`src/rtl/seq_divider_pkg.sv`:
```
// Shared definitions for the sequential divider: datapath widths, FSM state
// encoding and the DIV/REM result select used by the EX stage.
package seq_divider_pkg;

   // Datapath width of the CPU and its data bus.
   localparam int CPU_WIDTH = 32;
   localparam int DATABUS   = 32;

   // Divider FSM states.
   typedef enum logic [1:0] {
      DIV_IDLE = 2'd0,
      DIV_CALC = 2'd1,
      DIV_DONE = 2'd2
   } div_state_e;

   // EX-stage select between the quotient (DIV) and the remainder (REM).
   typedef enum logic [0:0] {
      SEL_DIV = 1'b0,
      SEL_REM = 1'b1
   } div_sel_e;

   // Picks the architectural result for a DIV or REM instruction.
   function automatic logic [DATABUS-1:0] div_result_sel(
      input div_sel_e           sel,
      input logic [DATABUS-1:0] quot,
      input logic [DATABUS-1:0] rem
   );
      return (sel == SEL_REM) ? rem : quot;
   endfunction

endpackage

```
`src/rtl/seq_divider_div_step.sv`:
```
// One restoring-division iteration: shift the next dividend bit into the
// partial remainder, then subtract the divisor if it fits.
module div_step
   import seq_divider_pkg::*;
#(
   parameter int WIDTH = CPU_WIDTH
) (
   input  logic [WIDTH-1:0] rem,
   input  logic             dvd_msb,
   input  logic [WIDTH-1:0] dvs,
   output logic [WIDTH-1:0] next_rem,
   output logic             q_bit
);

   logic [WIDTH:0]   shifted;
   logic [WIDTH-1:0] diff;

   // Compare at WIDTH+1 bits: the shifted remainder can reach 2*dvs-1, which
   // does not fit in WIDTH bits. When the divisor fits, the true difference is
   // below dvs, so the low WIDTH bits of the wrapped subtraction are exact.
   always_comb begin
      shifted  = {rem, dvd_msb};
      q_bit    = (shifted >= {1'b0, dvs});
      diff     = shifted[WIDTH-1:0] - dvs;
      next_rem = q_bit ? diff : shifted[WIDTH-1:0];
   end

endmodule

```
`src/rtl/seq_divider.sv`:
```
// Multi-cycle restoring divider with a start/busy/done handshake. One quotient
// bit is produced per cycle; signed operation works on magnitudes and applies
// sign fixups when the results are registered.
module seq_divider
   import seq_divider_pkg::*;
#(
   parameter int WIDTH = CPU_WIDTH,
   parameter int CNT_W = $clog2(WIDTH) + 1
) (
   input  logic             clk,
   input  logic             rst,
   input  logic             start,
   input  logic             is_signed,
   input  logic [WIDTH-1:0] dividend,
   input  logic [WIDTH-1:0] divisor,
   output logic             ready,
   output logic             busy,
   output logic             done,
   output logic             div_by_zero,
   output logic [WIDTH-1:0] quotient,
   output logic [WIDTH-1:0] remainder
);

   div_state_e       state_reg;
   logic [CNT_W-1:0] count_reg;

   // dvd_reg shifts out dividend bits at the top while quotient bits enter at
   // the bottom, so after WIDTH steps it holds the unsigned quotient.
   logic [WIDTH-1:0] dvd_reg;
   logic [WIDTH-1:0] dvs_reg;
   logic [WIDTH-1:0] rem_reg;
   logic             neg_q_reg;
   logic             neg_r_reg;

   logic             ready_reg;
   logic             busy_reg;
   logic             done_reg;
   logic             dbz_reg;
   logic [WIDTH-1:0] quot_reg;
   logic [WIDTH-1:0] remd_reg;

   logic             dividend_neg;
   logic             divisor_neg;
   logic [WIDTH-1:0] dividend_mag;
   logic [WIDTH-1:0] divisor_mag;

   logic [WIDTH-1:0] step_rem;
   logic             step_q;
   logic [WIDTH-1:0] final_quot;

   // Operand magnitudes and signs; MIN maps onto itself, which is the correct
   // unsigned magnitude 2^(WIDTH-1).
   always_comb begin
      dividend_neg = is_signed & dividend[WIDTH-1];
      divisor_neg  = is_signed & divisor[WIDTH-1];
      dividend_mag = dividend_neg ? -dividend : dividend;
      divisor_mag  = divisor_neg  ? -divisor  : divisor;
   end

   div_step #(
      .WIDTH (WIDTH)
   ) u_step (
      .rem      (rem_reg),
      .dvd_msb  (dvd_reg[WIDTH-1]),
      .dvs      (dvs_reg),
      .next_rem (step_rem),
      .q_bit    (step_q)
   );

   // Quotient after the current step, used both for shifting and on the last step.
   always_comb begin
      final_quot = {dvd_reg[WIDTH-2:0], step_q};
   end

   // Control FSM, iteration datapath and registered results.
   always_ff @(posedge clk) begin
      if (rst) begin
         state_reg <= DIV_IDLE;
         count_reg <= '0;
         dvd_reg   <= '0;
         dvs_reg   <= '0;
         rem_reg   <= '0;
         neg_q_reg <= 1'b0;
         neg_r_reg <= 1'b0;
         ready_reg <= 1'b1;
         busy_reg  <= 1'b0;
         done_reg  <= 1'b0;
         dbz_reg   <= 1'b0;
         quot_reg  <= '0;
         remd_reg  <= '0;
      end else begin
         done_reg <= 1'b0;
         case (state_reg)
            // IDLE and DONE both accept a new operation.
            DIV_IDLE, DIV_DONE: begin
               if (start) begin
                  neg_q_reg <= dividend_neg ^ divisor_neg;
                  neg_r_reg <= dividend_neg;
                  dvd_reg   <= dividend_mag;
                  dvs_reg   <= divisor_mag;
                  rem_reg   <= '0;
                  if (divisor == '0) begin
                     // Division by zero resolves immediately with the raw dividend.
                     state_reg <= DIV_DONE;
                     count_reg <= '0;
                     ready_reg <= 1'b1;
                     busy_reg  <= 1'b0;
                     done_reg  <= 1'b1;
                     dbz_reg   <= 1'b1;
                     quot_reg  <= '1;
                     remd_reg  <= dividend;
                  end else begin
                     state_reg <= DIV_CALC;
                     count_reg <= CNT_W'(WIDTH);
                     ready_reg <= 1'b0;
                     busy_reg  <= 1'b1;
                  end
               end else begin
                  state_reg <= DIV_IDLE;
                  ready_reg <= 1'b1;
                  busy_reg  <= 1'b0;
               end
            end

            // One restoring step per cycle; start is ignored here.
            DIV_CALC: begin
               dvd_reg   <= final_quot;
               rem_reg   <= step_rem;
               count_reg <= count_reg - CNT_W'(1);
               if (count_reg == CNT_W'(1)) begin
                  state_reg <= DIV_DONE;
                  ready_reg <= 1'b1;
                  busy_reg  <= 1'b0;
                  done_reg  <= 1'b1;
                  dbz_reg   <= 1'b0;
                  quot_reg  <= neg_q_reg ? -final_quot : final_quot;
                  remd_reg  <= neg_r_reg ? -step_rem   : step_rem;
               end
            end

            default: begin
               state_reg <= DIV_IDLE;
               ready_reg <= 1'b1;
               busy_reg  <= 1'b0;
            end
         endcase
      end
   end

   assign ready       = ready_reg;
   assign busy        = busy_reg;
   assign done        = done_reg;
   assign div_by_zero = dbz_reg;
   assign quotient    = quot_reg;
   assign remainder   = remd_reg;

endmodule
```
`config.mk`:
```
export PLATFORM = sky130hd
export DESIGN_NAME = seq_divider
export DESIGN_NICKNAME = d
export VERILOG_FILES = /design/src/rtl/seq_divider_pkg.sv /design/src/rtl/seq_divider_div_step.sv /design/src/rtl/seq_divider.sv
export SDC_FILE = /design/constraint.sdc
export NUM_CORES = 1
export LEC_CHECK = 0
export CAP_MARGIN = 20
export CELL_PAD_IN_SITES_DETAIL_PLACEMENT = 1
export CELL_PAD_IN_SITES_GLOBAL_PLACEMENT = 1
export CORE_ASPECT_RATIO = 1.2
export CORE_MARGIN = 4
export CORE_UTILIZATION = 45
export CTS_CLUSTER_DIAMETER = 40
export DETAILED_ROUTE_END_ITERATION = 8
export PLACE_DENSITY_LB_ADDON = 0.12
export SLEW_MARGIN = 20
export SYNTH_ARGS = -nofsm -noshare
export SYNTH_HDL_FRONTEND = slang
export SYNTH_SLANG_ARGS = --single-unit
```
`constraint.sdc`:
```
create_clock -name clk -period 9.95 [get_ports clk]
set_clock_uncertainty 0.15 [all_clocks]
set_input_delay 1.99 -clock clk [delete_from_list [all_inputs] [get_ports clk]]
set_output_delay 1.99 -clock clk [all_outputs]
set_load 0.01 [all_outputs]
```
After elaboration in Yosys (flattened, before gate mapping) --
Index checks and enable logic that the tools add are counted.
Storage, ports and cells: register bits after elaboration 174, bits in latches 0, memory bits (writable) 0, memory bits (read-only) 0, input port bits 68, output and inout port bits 68, word-level logic and storage cells 74, memories 0
Operators by class: add/subtract/negate cells 6, $mul 0, div/mod/pow operators 0, $lt $le $gt $ge 1, equal/unequal tests 6, shift-type cells 0, multiplexer cells 38, bitwise logic cells 3, reductions and logical operators 7
Operator list (number):
- 32-bit 2-to-1 mux | 13
- 32-bit one-hot mux with 2 select lines | 4
- 32-bit negator | 4
- 33-bit by 32-bit >= comparator with 1-bit output | 1
- 32-bit zero test | 1
- 32-bit subtractor | 1
- 6-bit 2-to-1 mux | 2
- 6-bit one-hot mux with 2 select lines | 1
- 1-bit 2-to-1 mux | 10
- 1-bit one-hot mux with 2 select lines | 4
- 6-bit by 1-bit == test with 1-bit output (second input constant) | 1
- 2-bit 2-to-1 mux | 3
- 2-bit != test (second input constant) | 3
- 6-bit by 1-bit subtractor with 6-bit output (second input constant) | 1
- 2-bit one-hot mux with 2 select lines | 1
- 2-bit AND reduction | 2
- 4-bit AND reduction | 1
- 1-bit bitwise AND | 2
- 2-bit by 1-bit == test with 1-bit output (second input constant) | 1
- 2-bit == test (second input constant) | 1
- 2-bit zero test | 1
- 2-bit nonzero test | 1
- 2-bit OR reduction | 1
- 1-bit XOR | 1

Logic depth before layout (Yosys ltp) --
word-level depth 6, gate-level depth with buffers 24, gate-level depth less buffers 19

Hierarchy --
A second synthesis with hierarchy kept.
Second synthesis, totals: cells, all modules 1470, area total of the unflattened synthesis 11737.5 sq um
By module, submodules not included:
- seq_divider | instances 1, cells each 1131, area an instance 9255.1 sq um, seq. area each 3463.3 sq um
- div_step | instances 1, cells each 339, area an instance 2482.4 sq um, seq. area each 0.0 sq um

Least setup slack after synthesis --
OpenSTA, ideal clock, no wires.
path type reg2reg, start point reg dvs_reg[8], end point reg remd_reg[30], in the netlist remainder[30], setup time 86 ps, arrival 5223 ps, required time 9714 ps, path slack 4492 ps, stages on the path, launching flop included 24, path buffers 5, clock period less this slack 5458 ps, cells stage by stage dfxtp_1 -> inv_1 -> ha_1 -> buf_2 -> nand4_1 -> or4_1 -> or3_1 -> o211a_2 -> o41ai_4 -> clkbuf_1 -> buf_2 -> buf_1 -> mux2i_1 -> ha_1 -> and2_1 -> o2111ai_1 -> a211oi_1 -> mux2i_1 -> a21o_1 -> or3b_1 -> buf_2 -> o41ai_2 -> xor2_1 -> a211oi_1
On the way: cells in the longest elaborated chain, start to end 6, elaborated cells between the ends (all ways) 7, those cells by class 2 x add/sub; 1 x order compare; 4 x mux
RTL lines:
- from (decl) | line seq_divider.sv:30 | logic [WIDTH-1:0] dvs_reg;
- from (signal assigned) | line seq_divider.sv:100 | dvs_reg <= divisor_mag;
- 32-bit subtractor / 33-bit by 32-bit >= comparator with 1-bit output (equally long branches) | line seq_divider_div_step.sv:24, seq_divider_div_step.sv:23
- 32-bit 2-to-1 mux (*) | line seq_divider_div_step.sv:25 | next_rem = q_bit ? diff : shifted[WIDTH-1:0];
- 32-bit negator | line seq_divider.sv:137 | remd_reg <= neg_r_reg ? -step_rem : step_rem;
- 32-bit 2-to-1 mux (*) | line seq_divider.sv:137
- 32-bit 2-to-1 mux (*) | line seq_divider.sv:130 | if (count_reg == CNT_W'(1)) begin
- 32-bit one-hot mux with 2 select lines (*) | line seq_divider.sv:93 | case (state_reg)
- to (signal assigned) | line seq_divider.sv:111 | remd_reg <= dividend;
- to (signal assigned) | line seq_divider.sv:137
- to (decl) | line seq_divider.sv:40 | logic [WIDTH-1:0] remd_reg;
Mark *: on every way between the ends. The rest lies on a longest branch, timed or not. The select of a mux whose other input is x is not followed. A chain may end at the register's enable or synchronous reset.

Worst setup path in the final report --
start point reg dvs_reg[9], end point reg remd_reg[24], in the netlist remainder[24]
The elaborated chain is that of the path after synthesis.

==> impl_metrics.toml <==
[layout]
fin_cells = 1999
synthToLayoutAreaGrowth_pct = 17.42
diodes = 0
multi_input_area_sq_um = 7761
drive_gt1_frac = 0.04793
fillers = 3233
fin_util = 0.5409
seqCellArea_sq_um = 3463
final_nets = 1763

[floorplanning]
pin_count = 136
fp.dieH_um = 185.7
coreArea_sq_um = 25700
die_x_um = 156.1
die_area_sq_um = 28980
start_util = 0.4607
std_cell_rows = 64

[min_path]
hold_start = "dvs_reg[31]$_SDFFE_PP0P_"
hold_class = "reg2reg"

[synth]
ys_async_sr_fraction = 0
synthSimpleGateAreaFrac = 0.2253
synth-xor-area-share = 0.09320
synth_cell_types = 75
synth_top_area_share = 0.2925
synth_area_per_cell_sq_um = 7.410
synth_cells = 1598
synth-compound-area-share = 0.2751
ys_warn_count = 0
synthAdderAreaFrac = 0.04184
ys_seq_area_frac = 0.2925
synth_area_leaders = "dfxtp_1 (29%), nor2_1 (6.4%), a21oi_1 (5.7%)"
synthFlopType = "dfxtp_1"
synthMuxAreaShare = 0.01669
syn-num-nets = 1705
synth_edf_count = 0
synth-seq-cells = 173
synth_top_family_by_area = "compound AO/OA/AOI/OAI gates"
syn_area_sq_um = 11840
yosys.area.top_type = "dfxtp_1"

[sta]
min_period_over_period = 0.5831
fin_ws_ns = 4.148
hold_ws_ns = 0.3079
clock.fmax_mhz = 172.4
relSlewSlack = 0.2961
rsz0062_at_grt = "false"
min_period_ns = 5.802
final-hold-violation-count = 0
worstMarginPinSlew_ns = 1.053
setup_viol = 0
fin_tns_setup_ns = 0
slew_violations = 0

[outcome]
run_status = "completed"

[power_and_ir_drop]
p_seq_frac = 0.368
combPwrFrac = 0.315
clkPwrFrac = 0.317
p_leak_uw = 0.005196
ir_drop_mv = 0.1225
power_density_nw_per_um2 = 155.2
swShare = 0.3564
p_int_uw = 1389
power.switching_uw = 768.9

[drt]
drc = 0
vias = 12010
routed_wl_um = 40540
wire_per_inst_um = 20.28
routed_via_density = 6.009
first_pass_iters = 5
ant_nets = 0
initialDrtViolationCount = 708

[grt]
grt_pass1_wl_um = 64180
grt_overflow = 0
grt_pass1_vias = 11830
antenna_found_initial = 0
track_usage = 0.2754
grt_max_degree = 79

[clock_network]
cts_num_sinks = 173
cts_resized = 0
cts-root-buf = "clkbuf_16"
cts_tree = "built"
cts_buffer_depth = 2
clk_pin_slew_worst_paths_ns = 0.07
cts_made_buffers = 17
clock_insertion_delay_worst_skew_ns = 0.45
cts_setup_buffers = 0
htree_levels = 4
cts_hold_buf = 0

[placed_design]
pre_cts_ws_ns = 3.720
place_congestion = 0.9458
numPortBuffers = 135
dp.cells = 1967
dp_hpwl_um = 30290

[worst_setup_path]
worstPathArrival_ns = 5.98
required_ns = 10.13
rr_startpoint = "dvs_reg[9]$_SDFFE_PP0P_"
crit_type = "reg2reg"
critPathMaxFanout = 19
endpoint_kind = "register"
critPathLaunch = "dvs_reg[9]$_SDFFE_PP0P_"
start_kind = "register"

[flow_run]
maxCapViolations = 0
power by group through the flow:
stage / logic, uW / registers [uW] / clock network (uW)
after CTS: 679 / 794 / 697
after global placement: 656 / 806 / 0
after detailed placement: 673 / 809 / 0
final: 680 / 794 / 684
after floorplan: 446 / 803 / 0
after global routing: 747 / 801 / 721
critical path, cell delays in order (launching register included):
cell	delay (ns)
dfxtp_1	0.33
inv_1	0.12
ha_1	0.52
nand4_1	0.20
or4_1	0.59
or3_1	0.38
o211a_2	0.18
o41ai_4	0.06
buf_4	0.32
mux2i_1	0.34
ha_1	0.30
and2_1	0.17
o2111ai_1	0.13
a211oi_1	0.20
mux2i_1	0.18
a21o_1	0.22
or3b_1	0.51
o41ai_2	0.40
xor2_1	0.27
a21oi_1	0.10
cell usage in the layout, fill, tap and decap left out, types with 14 or more instances in the layout:
| cell | count |
|---|---|
| a311oi_1 | 34 |
| a21oi_1 | 134 |
| a22oi_1 | 22 |
| a21o_1 | 15 |
| a211oi_1 | 56 |
| clkbuf_16 | 17 |
| o31ai_1 | 26 |
| xnor2_1 | 55 |
| inv_1 | 56 |
| dfxtp_1 | 173 |
| nor3_1 | 34 |
| ha_1 | 38 |
| nor2_1 | 200 |
| buf_4 | 15 |
| nand2_1 | 163 |
| xor2_1 | 71 |
| nand4_1 | 14 |
| clkdlybuf4s50_1 | 134 |
| o21ai_0 | 116 |
| nand3_1 | 23 |
| or3_1 | 28 |
| or4_1 | 15 |
synth_stat cells (8+ instances only):
master    number
a21oi_1      134
xor2_1        71
dfxtp_1      173
nand2b_1      13
o21ai_0      116
ha_1          38
inv_1         56
nor2_1       202
mux2i_1       13
or3_1         28
nand3_1       23
buf_1         16
buf_2         13
a311oi_1      34
or4_1         15
nor2b_1       10
clkbuf_1      79
a211oi_1      56
o21a_1        10
o21ai_1        9
nand4_1       14
a221oi_1       8
and3_1        13
a22oi_1       23
nor3_1        34
and2_1        13
xnor2_1       55
a31oi_1        9
a21o_1        15
o31ai_1       26
nand2_1      163
nor4_1        12
per-stage QoR:
| stage | area (sq um) | power (uW) |
|---|---|---|
| final | 13900 | 2158 |
| after global routing | 13900 | 2269 |
| after CTS | 13900 | 2169 |
| after detailed placement | 13310 | 1482 |
| after global placement | 13310 | 1463 |
| after floorplan | 11840 | 1249 |
final timing paths:
| kind | to | slack [ns] | cells past startpoint |
|---|---|---|---|
| max reg2reg | remainder[24]$_SDFFE_PP0P_ | 4.15 | 19 |
| min reg2reg | dvs_reg[31]$_SDFFE_PP0P_ | 0.31 | 2 |
| max | remainder[24]$_SDFFE_PP0P_ | 4.15 | 19 |
| min | dvs_reg[31]$_SDFFE_PP0P_ | 0.31 | 2 |
metal layers:
metal	wire [um]	vias up	global-route usage	share of wire
li1	-	5881	-	-
met1	17680	5818	0.3447	0.44
met2	20180	250	0.4851	0.50
met3	1346	62	0.02884	0.033
met4	1340	0	0.1086	0.033
met5	0	-	0	0
kinds of logic (layout without fill, tap and decap cells):
kind of cell	after synthesis	count (layout)
and+or+nand+nor	572	572
AOI/OAI and AO/OA	502	502
DFF	173	173
buffers and inverters	167	238
xor gates and xnor gates	126	126
adders and majority gates	39	39
muxes	19	19
area by class of cell:
cell class / count / area share
Multi-Input combinational cell: 1258 / 0.5582
Inverter: 57 / 0.01575
Clock buffer: 19 / 0.03257
Timing Repair Buffer: 149 / 0.1046
Clock inverter: 13 / 0.01017
Tap cell: 330 / 0.02969
Sequential cell: 173 / 0.2491
No activity file was read; power rests on OpenSTA's default activity.
